File: src/rtl/segway_seq_pkg.sv
// segway_seq_pkg
// Shared types and constants for the Segway power/steer sequencer.
//   seq_state_t   : sequencer states (also exported as a debug output)
//   SS_FULL       : full soft-start gain
//   *_DEF         : default parameter values for segway_seq_ctrl
//   SEQ_CNT_W     : width of the consecutive-sample counters
package segway_seq_pkg;

    typedef enum logic [2:0] {
        OFF   = 3'd0,
        RAMP  = 3'd1,
        RUN   = 3'd2,
        FAULT = 3'd3,
        DOWN  = 3'd4
    } seq_state_t;

    localparam logic [7:0] SS_FULL      = 8'hFF;
    localparam logic [7:0] SS_STEP_DEF  = 8'd1;
    localparam int         TF_LIMIT_DEF = 4;
    localparam int         TF_CLR_DEF   = 16;
    localparam int         SEQ_CNT_W    = 5;

endpackage

File: src/rtl/segway_seq_if.sv
// segway_seq_if
// Rider/authorization inputs and sequencer outputs of segway_seq_ctrl.
//   master : drives pwr_req, rider_on, steer_ok, vld, too_fast
//   slave  : the sequencer; drives pwr_up, ss_tmr, en_steer, fault, state
// Handshake: vld is a one-cycle-per-sample strobe with no back-pressure;
// too_fast is only meaningful in a cycle where vld=1. The level inputs
// pwr_req/rider_on/steer_ok are sampled on every clk edge.
interface segway_seq_if;
    import segway_seq_pkg::*;

    logic       pwr_req;
    logic       rider_on;
    logic       steer_ok;
    logic       vld;
    logic       too_fast;
    logic       pwr_up;
    logic [7:0] ss_tmr;
    logic       en_steer;
    logic       fault;
    seq_state_t state;      // debug view of the sequencer state register

    modport master (
        output pwr_req, rider_on, steer_ok, vld, too_fast,
        input  pwr_up, ss_tmr, en_steer, fault, state
    );

    modport slave (
        input  pwr_req, rider_on, steer_ok, vld, too_fast,
        output pwr_up, ss_tmr, en_steer, fault, state
    );

endinterface

File: src/rtl/segway_seq_ctrl_run_cnt.sv
// seq_run_cnt
// Counts consecutive vld samples on which evt=1. A vld sample with evt=0
// restarts the count. hit pulses (combinationally) on the sample that
// brings the count to limit, and the counter restarts from zero there.
//   clk, rst_n : clock, async active-low reset
//   clr        : hold the counter at zero (owner state not active)
//   vld        : sample strobe
//   evt        : event qualifier for this sample
//   limit      : run length that produces hit (1..31)
//   hit        : run length reached on this sample
module seq_run_cnt
    import segway_seq_pkg::*;
(
    input  logic                 clk,
    input  logic                 rst_n,
    input  logic                 clr,
    input  logic                 vld,
    input  logic                 evt,
    input  logic [SEQ_CNT_W-1:0] limit,
    output logic                 hit
);

    logic [SEQ_CNT_W-1:0] cnt_q;
    logic [SEQ_CNT_W-1:0] cnt_d;
    logic [SEQ_CNT_W:0]   cnt_inc;

    // One extra bit so a limit of 31 compares without wrapping.
    assign cnt_inc = {1'b0, cnt_q} + {{SEQ_CNT_W{1'b0}}, 1'b1};
    assign hit     = !clr && vld && evt && (cnt_inc == {1'b0, limit});

    always_comb begin
        cnt_d = cnt_q;
        if (clr) begin
            cnt_d = '0;
        end else if (vld) begin
            if (!evt || hit) begin
                cnt_d = '0;
            end else begin
                cnt_d = cnt_inc[SEQ_CNT_W-1:0];
            end
        end
    end

    always_ff @(posedge clk or negedge rst_n) begin
        if (!rst_n) begin
            cnt_q <= '0;
        end else begin
            cnt_q <= cnt_d;
        end
    end

endmodule

File: src/rtl/segway_seq_ctrl.sv
// segway_seq_ctrl
// Power and steering sequencer: powers the motor math, ramps the soft-start
// gain up/down one SS_STEP per vld, gates steering and trips a steering
// inhibit fault after TF_LIMIT consecutive overspeed samples.
//   clk, rst_n : clock, async active-low reset
//   bus        : segway_seq_if.slave (inputs pwr_req/rider_on/steer_ok/
//                vld/too_fast; registered outputs pwr_up/ss_tmr/en_steer/
//                fault plus debug state)
// Build option SEQ_FAULT_STICKY_EN: FAULT only exits through loss of go;
// the clean-sample counter is not built and TF_CLR is unused.
module segway_seq_ctrl
    import segway_seq_pkg::*;
#(
    parameter logic [7:0] SS_STEP  = SS_STEP_DEF,
    parameter int         TF_LIMIT = TF_LIMIT_DEF,
    parameter int         TF_CLR   = TF_CLR_DEF
) (
    input  logic         clk,
    input  logic         rst_n,
    segway_seq_if.slave  bus
);

    seq_state_t state_q, state_d;
    logic [7:0] ss_q, ss_d;
    logic       pwr_up_q, pwr_up_d;
    logic       en_steer_q, en_steer_d;
    logic       fault_q, fault_d;

    logic       go;
    logic [8:0] ss_sum;
    logic [7:0] ss_up;
    logic [7:0] ss_dn;
    logic       tf_hit;
    logic       clean_hit;

    assign go     = bus.pwr_req & bus.rider_on;
    // 9-bit sum so a large step saturates at full gain instead of wrapping.
    assign ss_sum = {1'b0, ss_q} + {1'b0, SS_STEP};
    assign ss_up  = (ss_sum >= 9'd255) ? SS_FULL : ss_sum[7:0];
    assign ss_dn  = (ss_q <= SS_STEP) ? 8'd0 : (ss_q - SS_STEP);

    // Counters are held clear outside their owning state, so every entry
    // starts from zero.
    seq_run_cnt u_tf_cnt (
        .clk   (clk),
        .rst_n (rst_n),
        .clr   (state_q != RUN),
        .vld   (bus.vld),
        .evt   (bus.too_fast),
        .limit (SEQ_CNT_W'(TF_LIMIT)),
        .hit   (tf_hit)
    );

`ifdef SEQ_FAULT_STICKY_EN
    assign clean_hit = 1'b0;
`else
    seq_run_cnt u_clean_cnt (
        .clk   (clk),
        .rst_n (rst_n),
        .clr   (state_q != FAULT),
        .vld   (bus.vld),
        .evt   (!bus.too_fast),
        .limit (SEQ_CNT_W'(TF_CLR)),
        .hit   (clean_hit)
    );
`endif

    always_comb begin
        state_d = state_q;
        ss_d    = ss_q;
        case (state_q)
            OFF: begin
                ss_d = 8'd0;
                if (go) state_d = RAMP;
            end
            RAMP: begin
                if (!go) begin
                    state_d = DOWN;
                end else if (bus.vld) begin
                    ss_d = ss_up;
                    if (ss_up == SS_FULL) state_d = RUN;
                end
            end
            RUN: begin
                ss_d = SS_FULL;
                if (!go)         state_d = DOWN;
                else if (tf_hit) state_d = FAULT;
            end
            FAULT: begin
                ss_d = SS_FULL;
                if (!go)            state_d = DOWN;
                else if (clean_hit) state_d = RUN;
            end
            DOWN: begin
                // Re-ramp resumes from the current gain, no jump.
                if (go) begin
                    state_d = RAMP;
                end else if (bus.vld) begin
                    ss_d = ss_dn;
                    if (ss_dn == 8'd0) state_d = OFF;
                end
            end
            default: begin
                state_d = OFF;
                ss_d    = 8'd0;
            end
        endcase

        // Outputs decode the next state so they change on the same edge
        // as the transition (en_steer drops on the edge leaving RUN).
        pwr_up_d   = (state_d != OFF);
        en_steer_d = (state_d == RUN) && bus.steer_ok;
        fault_d    = (state_d == FAULT);
    end

    always_ff @(posedge clk or negedge rst_n) begin
        if (!rst_n) begin
            state_q    <= OFF;
            ss_q       <= 8'd0;
            pwr_up_q   <= 1'b0;
            en_steer_q <= 1'b0;
            fault_q    <= 1'b0;
        end else begin
            state_q    <= state_d;
            ss_q       <= ss_d;
            pwr_up_q   <= pwr_up_d;
            en_steer_q <= en_steer_d;
            fault_q    <= fault_d;
        end
    end

    assign bus.state    = state_q;
    assign bus.ss_tmr   = ss_q;
    assign bus.pwr_up   = pwr_up_q;
    assign bus.en_steer = en_steer_q;
    assign bus.fault    = fault_q;

endmodule

File: src/flat_wrapper.sv
// flat-port wrapper written by rule: the top's interface ports become plain ports
module segway_seq_ctrl_flat import segway_seq_pkg::*;
#(
    parameter logic [7:0] SS_STEP  = SS_STEP_DEF,
    parameter int         TF_LIMIT = TF_LIMIT_DEF,
    parameter int         TF_CLR   = TF_CLR_DEF
)
  (clk, rst_n, bus_pwr_req, bus_rider_on, bus_steer_ok, bus_vld, bus_too_fast, bus_pwr_up, bus_ss_tmr, bus_en_steer, bus_fault, bus_state);
  segway_seq_if bus_i ();
  input  logic clk;
  input  logic rst_n;
  input wire logic [$bits(bus_i.pwr_req)-1:0] bus_pwr_req;
  input wire logic [$bits(bus_i.rider_on)-1:0] bus_rider_on;
  input wire logic [$bits(bus_i.steer_ok)-1:0] bus_steer_ok;
  input wire logic [$bits(bus_i.vld)-1:0] bus_vld;
  input wire logic [$bits(bus_i.too_fast)-1:0] bus_too_fast;
  output wire logic [$bits(bus_i.pwr_up)-1:0] bus_pwr_up;
  output wire logic [$bits(bus_i.ss_tmr)-1:0] bus_ss_tmr;
  output wire logic [$bits(bus_i.en_steer)-1:0] bus_en_steer;
  output wire logic [$bits(bus_i.fault)-1:0] bus_fault;
  output wire logic [$bits(bus_i.state)-1:0] bus_state;
  assign bus_i.pwr_req = bus_pwr_req;
  assign bus_i.rider_on = bus_rider_on;
  assign bus_i.steer_ok = bus_steer_ok;
  assign bus_i.vld = bus_vld;
  assign bus_i.too_fast = bus_too_fast;
  assign bus_pwr_up = bus_i.pwr_up;
  assign bus_ss_tmr = bus_i.ss_tmr;
  assign bus_en_steer = bus_i.en_steer;
  assign bus_fault = bus_i.fault;
  assign bus_state = bus_i.state;
  segway_seq_ctrl #(.SS_STEP(SS_STEP), .TF_LIMIT(TF_LIMIT), .TF_CLR(TF_CLR)) u_core (.clk(clk), .rst_n(rst_n), .bus(bus_i));
endmodule
File: config.mk
export PLATFORM = sky130hd
export DESIGN_NAME = segway_seq_ctrl_flat
export DESIGN_NICKNAME = d
export VERILOG_FILES = /design/src/rtl/segway_seq_pkg.sv /design/src/rtl/segway_seq_if.sv /design/src/rtl/segway_seq_ctrl_run_cnt.sv /design/src/rtl/segway_seq_ctrl.sv /design/src/flat_wrapper.sv
export SDC_FILE = /design/constraint.sdc
export NUM_CORES = 1
export LEC_CHECK = 0
export ABC_AREA = 1
export BUFFER_PORTS_ARGS = -buffer_cell sky130_fd_sc_hd__buf_2
export CAP_MARGIN = 5
export CORE_MARGIN = 3
export CORE_UTILIZATION = 45
export CTS_BUF_LIST = sky130_fd_sc_hd__clkbuf_8
export CTS_CLUSTER_SIZE = 25
export DETAILED_ROUTE_END_ITERATION = 8
export PLACE_DENSITY_LB_ADDON = 0.12
export SYNTH_ARGS = -nofsm -noshare
export SYNTH_HDL_FRONTEND = slang
export SYNTH_HIERARCHICAL = 1
export SYNTH_SLANG_ARGS = --single-unit
File: constraint.sdc
create_clock -name clk -period 2.2 [get_ports clk]
set_input_delay 0.44 -clock clk [delete_from_list [all_inputs] [get_ports clk]]
set_output_delay 0.44 -clock clk [all_outputs]
set_load 0.02 [all_outputs]
# [Yosys cells after proc, flatten, opt, wreduce, memory -nomap -nowiden]
# Cells that the tools add are included.
[totals] ff_bits=24 out_inout_bits=14 word_cells=73
[classes] n_addsub=4 n_lt_le_gt_ge=2 eq_ne=15 n_mux=25 bitwise_logic=1 n_reduce_logical=19
[ops] op="8-bit two-way mux" count=6
[ops] op="3-bit two-way mux" count=11
[ops] op="5-bit two-way mux" count=6
[ops] op="8-bit case mux with 3 select lines" count=1
[ops] op="3-bit case mux with 5 select lines" count=1
[ops] op="5-bit by 1-bit adder with 6-bit output, second input constant" count=2
[ops] op="3-bit by 2-bit equality test with 1-bit output, second input constant" count=4
[ops] op="8-bit by 1-bit adder with 9-bit output, second input constant" count=1
[ops] op="9-bit by 8-bit greater-or-equal comparator with 1-bit output, second input constant" count=1
[ops] op="8-bit equality test, second input constant" count=1
[ops] op="8-bit by 1-bit <= comparator with 1-bit output, second input constant" count=1
[ops] op="8-bit logical NOT" count=1
[ops] op="8-bit by 1-bit subtractor with 8-bit output, second input constant" count=1
[ops] op="1-bit logical AND" count=7
[ops] op="6-bit by 3-bit equality test with 1-bit output, second input constant" count=1
[ops] op="6-bit by 5-bit equality test with 1-bit output, second input constant" count=1
[ops] op="2-bit != test, second input constant" count=3
[ops] op="3-bit by 2-bit != test with 1-bit output, second input constant" count=2
[ops] op="4-bit AND reduction" count=1
[ops] op="2-bit nonzero test" count=2
[ops] op="3-bit by 1-bit equality test with 1-bit output, second input constant" count=1
[ops] op="3-bit equality test, second input constant" count=1
[ops] op="1-bit logical NOT" count=3
[ops] op="3-bit logical NOT" count=1
[ops] op="other kinds (5)" count=6

# [Logic depth before layout (Yosys ltp)]
# Gate-level depths: netlist (run 1).
[depth] ltp_word=10 depth_mapped=18 ltp_nobuf=18

# [Modules after synthesis]
# The synthesis (run 1) kept the hierarchy.
[by_module_without_submodules] module="segway_seq_ctrl" instances=1 cells_each=214 area_per_inst_um2=1312.5 seq_area_each_um2=350.3
[by_module_without_submodules] module="seq_run_cnt" instances=2 cells_each=67 area_per_inst_um2=409.1 seq_area_each_um2=125.1

# [Worst setup path after synthesis (run 1)]
# OpenSTA, ideal clock, no wires.
[synth_path] path_kind="flip-flop to flip-flop" from="register u_core.ss_q[0] (netlist: u_core/bus.ss_tmr[0])" to="register u_core.pwr_up_q (netlist: u_core/bus.pwr_up)" arrival_time_ps=1947 required_ps=2081 path_slack_ps=134 path_stages_with_launch=16 period_less_slack_ps=2066 path_cell_list="dfrtp_1 -> inv_2 -> ha_1 -> inv_1 -> o21bai_1 -> nand3_1 -> nor2_1 -> nand3_2 -> nand3_1 -> nand2_1 -> nor2_2 -> nand2_1 -> nand2_1 -> nand2_2 -> clkinv_1 -> nand2_1"
[synth_via] elab_chain_cells=9 elab_cells_between_ends=16 classes_between="add/sub: 2; order compare: 2; eq/ne: 1; mux: 9; reduce/logical: 2"
[synth_rtl] item="from (decl)" line_no="segway_seq_ctrl.sv:24" source="logic [7:0] ss_q, ss_d;"
[synth_rtl] item="from (signal assigned)" line_no="segway_seq_ctrl.sv:125" source="ss_q <= ss_d;"
[synth_rtl] item="8-bit by 1-bit adder with 9-bit output" line_no="segway_seq_ctrl.sv:38" source="assign ss_sum = {1'b0, ss_q} + {1'b0, SS_STEP};"
[synth_rtl] item="9-bit by 8-bit greater-or-equal comparator with 1-bit output" line_no="segway_seq_ctrl.sv:39" source="assign ss_up = (ss_sum >= 9'd255) ? SS_FULL : ss_sum[7:0];"
[synth_rtl] item="8-bit two-way mux" line_no="segway_seq_ctrl.sv:39"
[synth_rtl] item="8-bit equality test" line_no="segway_seq_ctrl.sv:81" source="if (ss_up == SS_FULL) state_d = RUN;"
[synth_rtl] item="3-bit two-way mux" line_no="segway_seq_ctrl.sv:81"
[synth_rtl] item="3-bit two-way mux" line_no="segway_seq_ctrl.sv:79" source="end else if (bus.vld) begin"
[synth_rtl] item="3-bit two-way mux" line_no="segway_seq_ctrl.sv:77" source="if (!go) begin"
[synth_rtl] item="3-bit case mux with 5 select lines *" line_no="segway_seq_ctrl.sv:71" source="case (state_q)"
[synth_rtl] item="named net u_core.state_d[0]" line_no="segway_seq_ctrl.sv:23" source="seq_state_t state_q, state_d;"
[synth_rtl] item="3-bit nonzero test *" line_no="segway_seq_ctrl.sv:111" source="pwr_up_d = (state_d != OFF);"
[synth_rtl] item="named net u_core.pwr_up_d" line_no="segway_seq_ctrl.sv:25" source="logic pwr_up_q, pwr_up_d;"
[synth_rtl] item="to (signal assigned)" line_no="segway_seq_ctrl.sv:126" source="pwr_up_q <= pwr_up_d;"
[synth_rtl] item="to (decl)" line_no="segway_seq_ctrl.sv:25"
# The timed path passes the listed nets; every way through them passes the cells marked *.
# A chain may end at the register's enable or synchronous reset.

# [Worst setup path in the final report (run 1)]
[layout_path] from="register u_core.ss_q[1] (netlist: u_core/bus.ss_tmr[1])" to="register u_core.pwr_up_q (netlist: u_core/bus.pwr_up)"
# Same word-level chain as after synthesis.

==> impl_metrics.ini, run 1 <==
[cells_and_area]
antennaDiodeCount = 0
finalInstanceArea_um2 = 2640
syn_to_final_growth_pct = 24.0
nNetsFinal = 424
drive_gt1_frac = 0.207
nFillCells = 452

[placement]
postPlaceCellArea_um2 = 2480
hpwlAfterDp_um = 4240
portBuffers = 20
gp_congestion = 0.954

[sta]
timing.fmax_mhz = 475
tightest_slew_ns = 0.554
rsz0062_at_grt = yes
min_period_ns = 2.11
min_period_over_period = 0.957
drv_slew = 0
setup_viol = 0
slew_headroom = 0.626
finalHoldViolations = 0
worst_hold_slack_ns = 0.145
finClkSkew_ns = 0.00326

[cts]
numCtsBuffers = 3
cts_root_buf = clkbuf_8
cts.clk_slew.worst_paths_ns = 0.10
ctsHtreeMaxLevel = 1
clock-sinks = 24
clockBufferDepth = 2
hold_buffers = 0
cts_tree = built
clock_latency_ns = 0.27

[setup_path]
worstSetupPathType = reg2reg
cpPeakStageDelay_ns = 0.41
critPathMaxFanout = 4
critPathCaptureType = flip-flop
cpMaxStageDelayCell = dfrtp_1
crit_chain = inv_2 > ha_4 > inv_4 > o21bai_1 > nand3_1 > nor2_2 > nand3_2 > nand3_2 > nand2_2 > nor2_4 > nand2_2 > nand2_2 > nand2_2 > clkinv_1 > nand2_1
path_buf_inv = 3
critical_path_arrival_ns = 2.28
path_delay_family = simple AND/OR/NAND/NOR gates
worstPathRequired_ns = 2.37
cp_common_cell = nand2_2
cp-start-kind = flip-flop

[power_and_ir_drop]
p_clk_frac = 0.228
internal-power_mw = 1.04
p_sw_frac = 0.412
ir_drop_uv = 307
p_comb_frac = 0.481
share_seq_of_total_power = 0.291
p_per_area_nw_per_um2 = 672
switchingPower_mw = 0.731
p_leak_nw = 1.52

[synthesis]
synth.most_common_cell = nand2_1
synth_ff_type = dfrtp_1
yosys_warnings = 6
synth_edf_count = 0
ys_seq_area_frac = 0.282
ys_types = 30
synth_cells = 348
synth_area_per_cell_um2 = 6.12
synthTopCellsByArea = dfrtp_1 (28%), nand2_1 (18%), inv_1 (10%), nand3_1 (9.2%), nor2_1 (7.6%)
ys_top_cells_by_count = nand2_1 (101), inv_1 (58), nor2_1 (43)
synth_top_area_frac = 0.282
syn_area_um2 = 2130
synthArstFlopShare = 1.00
yosys.area.top_type = dfrtp_1
synth_seq_cells = 24

[detailed_routing]
drt.antenna.violating_nets = 0
wirelength_um = 5560
vias = 2341
wl_per_cell_um = 12.0
drc = 0
avgViaCountPerCell = 5.07
drt_pass1_iterations = 5
first_iter_violations = 162

[die]
fp-row-count = 24
ioPinCount = 21
core_um2 = 4470
start_util = 0.476
die_w_um = 74.8
dieArea_um2 = 5600
dieHeight_um = 74.8

[run]
maxCapViolCount = 0

[global_routing]
grt_max_degree = 25
grt_usage = 0.212
grt-ovfl-total = 0
antenna_found_initial = 0
grt_pass1_wl_um = 9390
grt_pass1_vias = 2069

[status]
status = complete, no violations

[hold_path]
hold_path.class = in2async
## routing by layer
metal / up-vias / share of wire / track usage
li1: 1203 / - / -
met1: 1055 / 0.46 / 0.298
met2: 77 / 0.48 / 0.358
met3: 6 / 0.052 / 0.0200
met4: 0 / 0.0072 / 0.0415
met5: - / 0 / 0
## through the flow
step	total power, mW	utilization	setup WS [ns]	TNS (ns)	cells
6_report	1.77	0.591	0.0948	0	462
5_1_grt	1.92	0.591	-0.0721	-0.190	462
4_1_cts	1.72	0.571	0.0206	0	457
3_5_place_dp	1.30	0.555	0.0368	0	453
3_3_place_gp	1.30	0.555	0.0836	0	453
2_1_floorplan	1.02	-	0.134	0	364
## cell families after synthesis
family,Yosys count,share of synthesized area
buf+inv,66,0.119
simple gates,214,0.456
flops,24,0.282
compound gates,34,0.0969
xor+xnor,2,0.00822
other cells,2,0.00352
fa+ha+maj,6,0.0352
## repair_timing
item | CTS | global route
gates resized for setup | 0 | 17
buffers inserted | 0 | 5
setup endpoints to repair | 0 | 7
## sequential cells by signal (all words and copies together) (netlist names)
signal                    cells
u_core/bus.ss_tmr             8
u_core/u_clean_cnt/cnt_q      5
u_core/u_tf_cnt/cnt_q         5
u_core/bus.state              3
u_core/bus.en_steer           1
u_core/bus.fault              1
u_core/bus.pwr_up             1
## layout make-up
| type | instances | area (um^2) | area share |
|---|---|---|---|
| clock buffer | 3 | 41.3 | 0.0156 |
| clock inverter | 1 | 30.0 | 0.0114 |
| inverter | 65 | 248 | 0.0938 |
| multi-input combinational | 274 | 1380 | 0.523 |
| sequential | 24 | 603 | 0.228 |
| tap | 52 | 65.1 | 0.0246 |
| timing repair buffer | 43 | 273 | 0.103 |
## power groups by stage
stage               clock, mW  combinational, mW  sequential (mW)
floorplan                   0              0.456            0.559
global placement            0              0.779            0.522
finish                  0.405              0.854            0.516
detailed placement          0              0.775            0.524
global route            0.430              0.971            0.519
CTS                     0.411              0.791            0.515
## cell usage in the layout, fill, tap and decap left out, types with 2 or more instances in the layout
| cell type | instances |
|---|---|
| nand2_2 | 6 |
| a21oi_1 | 6 |
| inv_1 | 56 |
| o21ai_0 | 17 |
| dfrtp_2 | 2 |
| conb_1 | 18 |
| inv_2 | 6 |
| o211ai_1 | 2 |
| or2_1 | 2 |
| nor2_1 | 40 |
| nor3_1 | 4 |
| dfrtp_1 | 22 |
| nand3b_1 | 2 |
| nand3_1 | 37 |
| nand3_2 | 7 |
| buf_2 | 20 |
| nand4_1 | 7 |
| nor2_4 | 3 |
| o21bai_2 | 2 |
| o21bai_1 | 2 |
| o221ai_1 | 2 |
| ha_1 | 4 |
| buf_4 | 23 |
| clkbuf_8 | 3 |
| nor2_2 | 5 |
| nand2_1 | 98 |
| nand2_4 | 3 |
| xor2_1 | 2 |
## path summary, 6_finish.rpt
path                                          start                       end  slack, ns  depth (start not counted)
max in group asynchronous                     rst_n      u_core/bus.ss_tmr[2]       1.66                          1
hold reg to reg            u_core/u_tf_cnt/cnt_q[4]  u_core/u_tf_cnt/cnt_q[4]       0.55                          2
hold / removal                                rst_n       u_core/bus.state[2]       0.14                          1
setup / recovery               u_core/bus.ss_tmr[1]         u_core/bus.pwr_up       0.09                         15
min in group clk                       bus_steer_ok       u_core/bus.en_steer       0.40                          3
setup reg to reg               u_core/bus.ss_tmr[1]         u_core/bus.pwr_up       0.09                         15
No activity file was read; power rests on OpenSTA's default activity.
==> inputs of run 2 (changes only) <==
--- a/config.mk
+++ b/config.mk
@@ -8,7 +8,7 @@
 export ABC_AREA = 1
 export BUFFER_PORTS_ARGS = -buffer_cell sky130_fd_sc_hd__buf_2
 export CAP_MARGIN = 5
-export CORE_MARGIN = 3
+export CORE_MARGIN = 8
 export CORE_UTILIZATION = 45
 export CTS_BUF_LIST = sky130_fd_sc_hd__clkbuf_8
 export CTS_CLUSTER_SIZE = 25
==> run 2 against run 1 <==
Utilization shrank 2.5 points. Design area is 0.95% lower. Fmax increased by 3.7%. Clock-buffer cell count stayed put. First-iteration DRC count stayed put. Sequential power is 1% lower. Power down 5.0%. Non-clock buffer count fell by 3. Global-route usage shrank 6.0 points. Cell count is 0.22% lower. Combinational power down 7.8%. Die area up 29%.
==> impl_metrics.ini, run 2 (synthesis results as in run 1) <==
[status]
status = complete, no violations

[power_and_ir_drop]
internal-power_mw = 0.994
p_per_area_nw_per_um2 = 644
share_seq_of_total_power = 0.302
ir_drop_uv = 353
switchingPower_mw = 0.692
p_leak_nw = 1.50
p_comb_frac = 0.467
p_sw_frac = 0.410
p_clk_frac = 0.231

[sta]
finalSetupTns_ns = 0
timing.fmax_mhz = 493
drv_slew = 0
tightest_slew_ns = 0.569
setup_viol = 0
worst_hold_slack_ns = 0.154
slew_headroom = 0.621
finalHoldViolations = 0
min_period_over_period = 0.922
min_period_ns = 2.03
finClkSkew_ns = 0.00408

[detailed_routing]
drc = 0
drt.antenna.violating_nets = 0
drt_pass1_iterations = 4
wirelength_um = 5380
vias = 2196
wl_per_cell_um = 11.7
first_iter_violations = 162
avgViaCountPerCell = 4.76

[hold_path]
hold_path.class = in2async

[cells_and_area]
largest_reg_flops = 8
nNetsFinal = 421
drive_gt1_frac = 0.201
antennaDiodeCount = 0
syn_to_final_growth_pct = 22.8
final_common_cell = nand2_1
final_cell_mix = nand2_1 (99), inv_1 (56), nand3_1 (37), nor2_1 (37), dfrtp_1 (24)

[cts]
cts.clk_slew.worst_paths_ns = 0.09
cts_root_buf = clkbuf_8
clock_latency_ns = 0.27
clockBufferDepth = 2
numCtsBuffers = 3
hold_buffers = 0
clock-sinks = 24
ctsHtreeMaxLevel = 1
cts_tree = built

[setup_path]
critPathMaxFanout = 6
critical_path_arrival_ns = 2.19
cp-start-kind = flip-flop
crit_chain = inv_1 > nand2_1 > nor3_1 > nand3_1 > inv_1 > nor2_1 > a21oi_1 > nand4_1 > nand2_1 > inv_1 > nor2_1 > nand2_1
cpPeakStageDelay_ns = 0.38
worstPathRequired_ns = 2.36
critPathCaptureType = flip-flop
cpMaxStageDelayCell = dfrtp_1
worstSetupPathType = reg2reg

[global_routing]
antenna_found_initial = 0
grt-ovfl-total = 0
grt_max_degree = 25
grt_pass1_vias = 2134
grt_usage = 0.153
grt_pass1_wl_um = 9110

[die]
ioPinCount = 21
dieHeight_um = 84.8
dieArea_um2 = 7190
core_um2 = 4630
start_util = 0.460
die_w_um = 84.8
fp-row-count = 25

[placement]
hpwlAfterDp_um = 4270
portBuffers = 20
gp_congestion = 0.906

[run]
maxCapViolCount = 0
==> run 2: cell types whose count changed in the layout (fill, tap and decap cells not counted) <==
cell	delta
nor2_2	+4
dfrtp_1	+2
nand2_1	+1
nor2_1	-3
inv_4	-1
inv_2	+1
buf_4	-3
nand2_2	-1
dfrtp_2	-2
nor2_4	-1
==> run 2: stage by stage <==
step,area [um^2],power [mW],worst slack (ns),util,cells
floorplan,2190,1.02,0.134,-,364
global placement,2460,1.27,0.0998,0.531,451
detailed placement,2460,1.26,0.0263,0.531,451
CTS,2530,1.66,0.0478,0.546,455
global route,2620,1.80,-0.00262,0.565,461
finish,2620,1.69,0.171,0.565,461
==> run 2: path summary, 6_finish.rpt <==
check / start / to / slack [ns] / depth (start not counted)
worst max-delay path: u_core/bus.ss_tmr[6] / u_core/bus.pwr_up / 0.17 / 12
min in group clk: bus_steer_ok / u_core/bus.en_steer / 0.42 / 3
worst min register to register: u_core/u_clean_cnt/cnt_q[4] / u_core/u_clean_cnt/cnt_q[4] / 0.55 / 2
worst max register to register: u_core/bus.ss_tmr[6] / u_core/bus.pwr_up / 0.17 / 12
max in group asynchronous: rst_n / u_core/bus.state[0] / 1.67 / 1
worst min-delay path: rst_n / u_core/bus.ss_tmr[2] / 0.15 / 1
==> run 2: area by class of cell <==
type	instances	area, um^2
clock buffers	3	41.3
clock inverters	1	30.0
fillers	461	2010
inverters	65	245
multi-input cells	274	1380
flip-flops and latches	24	601
well taps	54	67.6
repair buffers	40	250
==> run 2: layer usage <==
| metal | vias to the layer above | wire length (um) | track usage |
|---|---|---|---|
| met1 | 940 | 2560 | 0.193 |
| met3 | 4 | 309 | 0.0290 |
| met2 | 58 | 2470 | 0.253 |
| met5 | - | 0 | 0 |
| li1 | 1194 | - | - |
| met4 | 0 | 44 | 0.0518 |
==> run 2: timing repair <==
item                                    4_1_cts  5_1_grt
gates resized for setup                       1       14
pin swaps                                     0        8
setup buffers                                 0        6
endpoints found under the setup margin        1        4
==> run 2: power groups by stage <==
stage               Clock [mW]  Combinational (mW)  Sequential [mW]
floorplan                    0               0.456            0.559
global placement             0               0.752            0.518
detailed placement           0               0.747            0.517
CTS                      0.404               0.750            0.508
global route             0.416               0.872            0.515
finish                   0.390               0.787            0.509
==> run 2: worst max-delay path: cells and delay by family (launching register included) <==
family,cells,cell delay [ns]
compound gates,1,0.16
buf+inv,3,0.39
simple gates,8,0.99
flops,1,0.38
==> inputs of run 3 (changes only) <==
--- a/config.mk
+++ b/config.mk
@@ -9,7 +9,7 @@
 export BUFFER_PORTS_ARGS = -buffer_cell sky130_fd_sc_hd__buf_2
 export CAP_MARGIN = 5
 export CORE_MARGIN = 8
-export CORE_UTILIZATION = 45
+export CORE_UTILIZATION = 25
 export CTS_BUF_LIST = sky130_fd_sc_hd__clkbuf_8
 export CTS_CLUSTER_SIZE = 25
 export DETAILED_ROUTE_END_ITERATION = 8
==> run 3 against run 2 <==
Highest routed layer unchanged. Clock skew up 0.0061 ns. Utilization shrank 24 points. Largest power group unchanged. Clock power barely moved. Critical path depth increased by 3. Largest cell class unchanged. Worst hold slack gained 0.0066 ns. Critical endpoint is now u_core/bus.fault. Sequential share of layout area decreased by 0.36 points. Die area is 63% higher.
==> impl_metrics.ini, run 3 (synthesis results as in run 1) <==
[setup_path]
reg2reg_depth = 15
critPathMaxFanout = 6
worstPathRequired_ns = 2.38
cpPeakStageDelay_ns = 0.42
worstSetupPathType = reg2reg
crit_chain = inv_2 > ha_4 > inv_1 > o21bai_1 > nand3_1 > nor2_2 > nand3_2 > nand3_2 > nand2_2 > nor2_4 > nand2_1 > nand2_2 > nand2_2 > nand2_1 > inv_1
cp-start-kind = flip-flop
cp_common_cell = nand2_2
cpMaxStageDelayCell = dfrtp_2
critical_path_arrival_ns = 2.26
critPathCaptureType = flip-flop

[cells_and_area]
drive_gt1_frac = 0.200
antennaDiodeCount = 0
final_cell_mix = nand2_1 (99), inv_1 (56), nor2_1 (38)
seq_area_um2 = 603
multi_input_area_um2 = 1390
nNetsFinal = 418
instances_no_fill = 509
largest_reg_flops = 8
final_util = 0.323
syn_to_final_growth_pct = 25.3
nFillCells = 929
final_common_cell = nand2_1

[detailed_routing]
drt.antenna.violating_nets = 0
drc = 0
avgViaCountPerCell = 4.32
wl_per_cell_um = 11.9
vias = 2200
drt_pass1_iterations = 4
wirelength_um = 6080
first_iter_violations = 105

[sta]
finalHoldViolations = 0
setup_viol = 0
slew_headroom = 0.614
finalSetupTns_ns = 0
rsz0062_at_grt = yes
drv_slew = 0
min_period_over_period = 0.946
timing.fmax_mhz = 481
finClkSkew_ns = 0.0102
tightest_slew_ns = 0.579
min_period_ns = 2.08

[cts]
ctsHtreeMaxLevel = 1
numCtsBuffers = 3
clock-sinks = 24
clock_latency_ns = 0.27
cts_tree = built
clockBufferDepth = 2
cts_root_buf = clkbuf_8
cts.clk_slew.worst_paths_ns = 0.09

[placement]
portBuffers = 20
gp_congestion = 0.788
hpwlAfterDp_um = 4910
dp_cells = 504

[power_and_ir_drop]
p_leak_nw = 1.49
p_per_area_nw_per_um2 = 632
ir_drop_uv = 355

[hold_path]
hold_path.class = in2async

[global_routing]
grt_pass1_wl_um = 10500
grt_pass1_vias = 2253
grt-ovfl-total = 0
grt_max_degree = 25
globalRouteMet2Util = 0.185
use_met1 = 0.145
antenna_found_initial = 0
grt-busiest-layer = met2
use_met3 = 0.0101
grt_usage = 0.109

[die]
die_w_um = 108
start_util = 0.258
ioPinCount = 21
dieHeight_um = 108
fp-row-count = 33
dieArea_um2 = 11700
core_um2 = 8260

[status]
status = complete, no violations

[run]
maxCapViolCount = 0
[run 3: cell count changes in the layout (fill, tap and decap cells not counted), sizes merged]
cell / before / now
buf: 40 / 37
[run 3: where the power goes]
group	internal [mW]	switching (mW)	total, mW
sequential	0.476	0.0406	0.516
combinational	0.262	0.518	0.780
clock	0.243	0.148	0.391
[run 3: critical path, delay by kind of cell, from the launching register on]
kind	cells	cell delay [ns]
and+or+nand+nor	10	1.02
DFF	1	0.42
adders and majority gates	1	0.26
buffers and inverters	3	0.15
AOI/OAI and AO/OA	1	0.13
[run 3: cell type report]
type                    count  share of cell area
multi-input cells         274               0.521
well taps                 105              0.0492
inverters                  65              0.0918
repair buffers             37              0.0853
clock inverters             1              0.0112
flip-flops and latches     24               0.226
clock buffers               3              0.0155
[run 3: per-layer routing]
| layer | wire [um] | share of wire | up-vias |
|---|---|---|---|
| met4 | 40 | 0.0066 | 0 |
| li1 | - | - | 1190 |
| met5 | 0 | 0 | - |
| met3 | 116 | 0.019 | 2 |
| met2 | 2830 | 0.46 | 27 |
| met1 | 3100 | 0.51 | 981 |
[run 3: what timing repair did]
item | in CTS | in global routing
hold buffers | 0 | 0
gates resized for setup | 0 | 20
endpoints found under the setup margin | 0 | 8
buffers inserted | 0 | 1
[run 3: final timing paths]
check                                            startpoint                     endpoint  slack, ns
worst max register to register         u_core/bus.ss_tmr[1]             u_core/bus.fault       0.12
worst min-delay path                                  rst_n  u_core/u_clean_cnt/cnt_q[1]       0.16
max in group asynchronous                             rst_n         u_core/bus.ss_tmr[1]       1.62
worst min register to register  u_core/u_clean_cnt/cnt_q[4]  u_core/u_clean_cnt/cnt_q[4]       0.53
worst max-delay path                   u_core/bus.ss_tmr[1]             u_core/bus.fault       0.12
min in group clk                               bus_steer_ok          u_core/bus.en_steer       0.42
[run 3: metrics by stage]
stage / cell area (um^2) / setup slack (ns) / hold slack, ns / total power, mW
global placement: 2530 / 0.0396 / 0.474 / 1.29
global route: 2670 / -0.0199 / 0.185 / 1.85
CTS: 2610 / 0.0165 / 0.174 / 1.68
finish: 2670 / 0.120 / 0.161 / 1.69
floorplan: 2190 / 0.134 / 0.144 / 1.02
detailed placement: 2530 / 0.0360 / 0.481 / 1.27
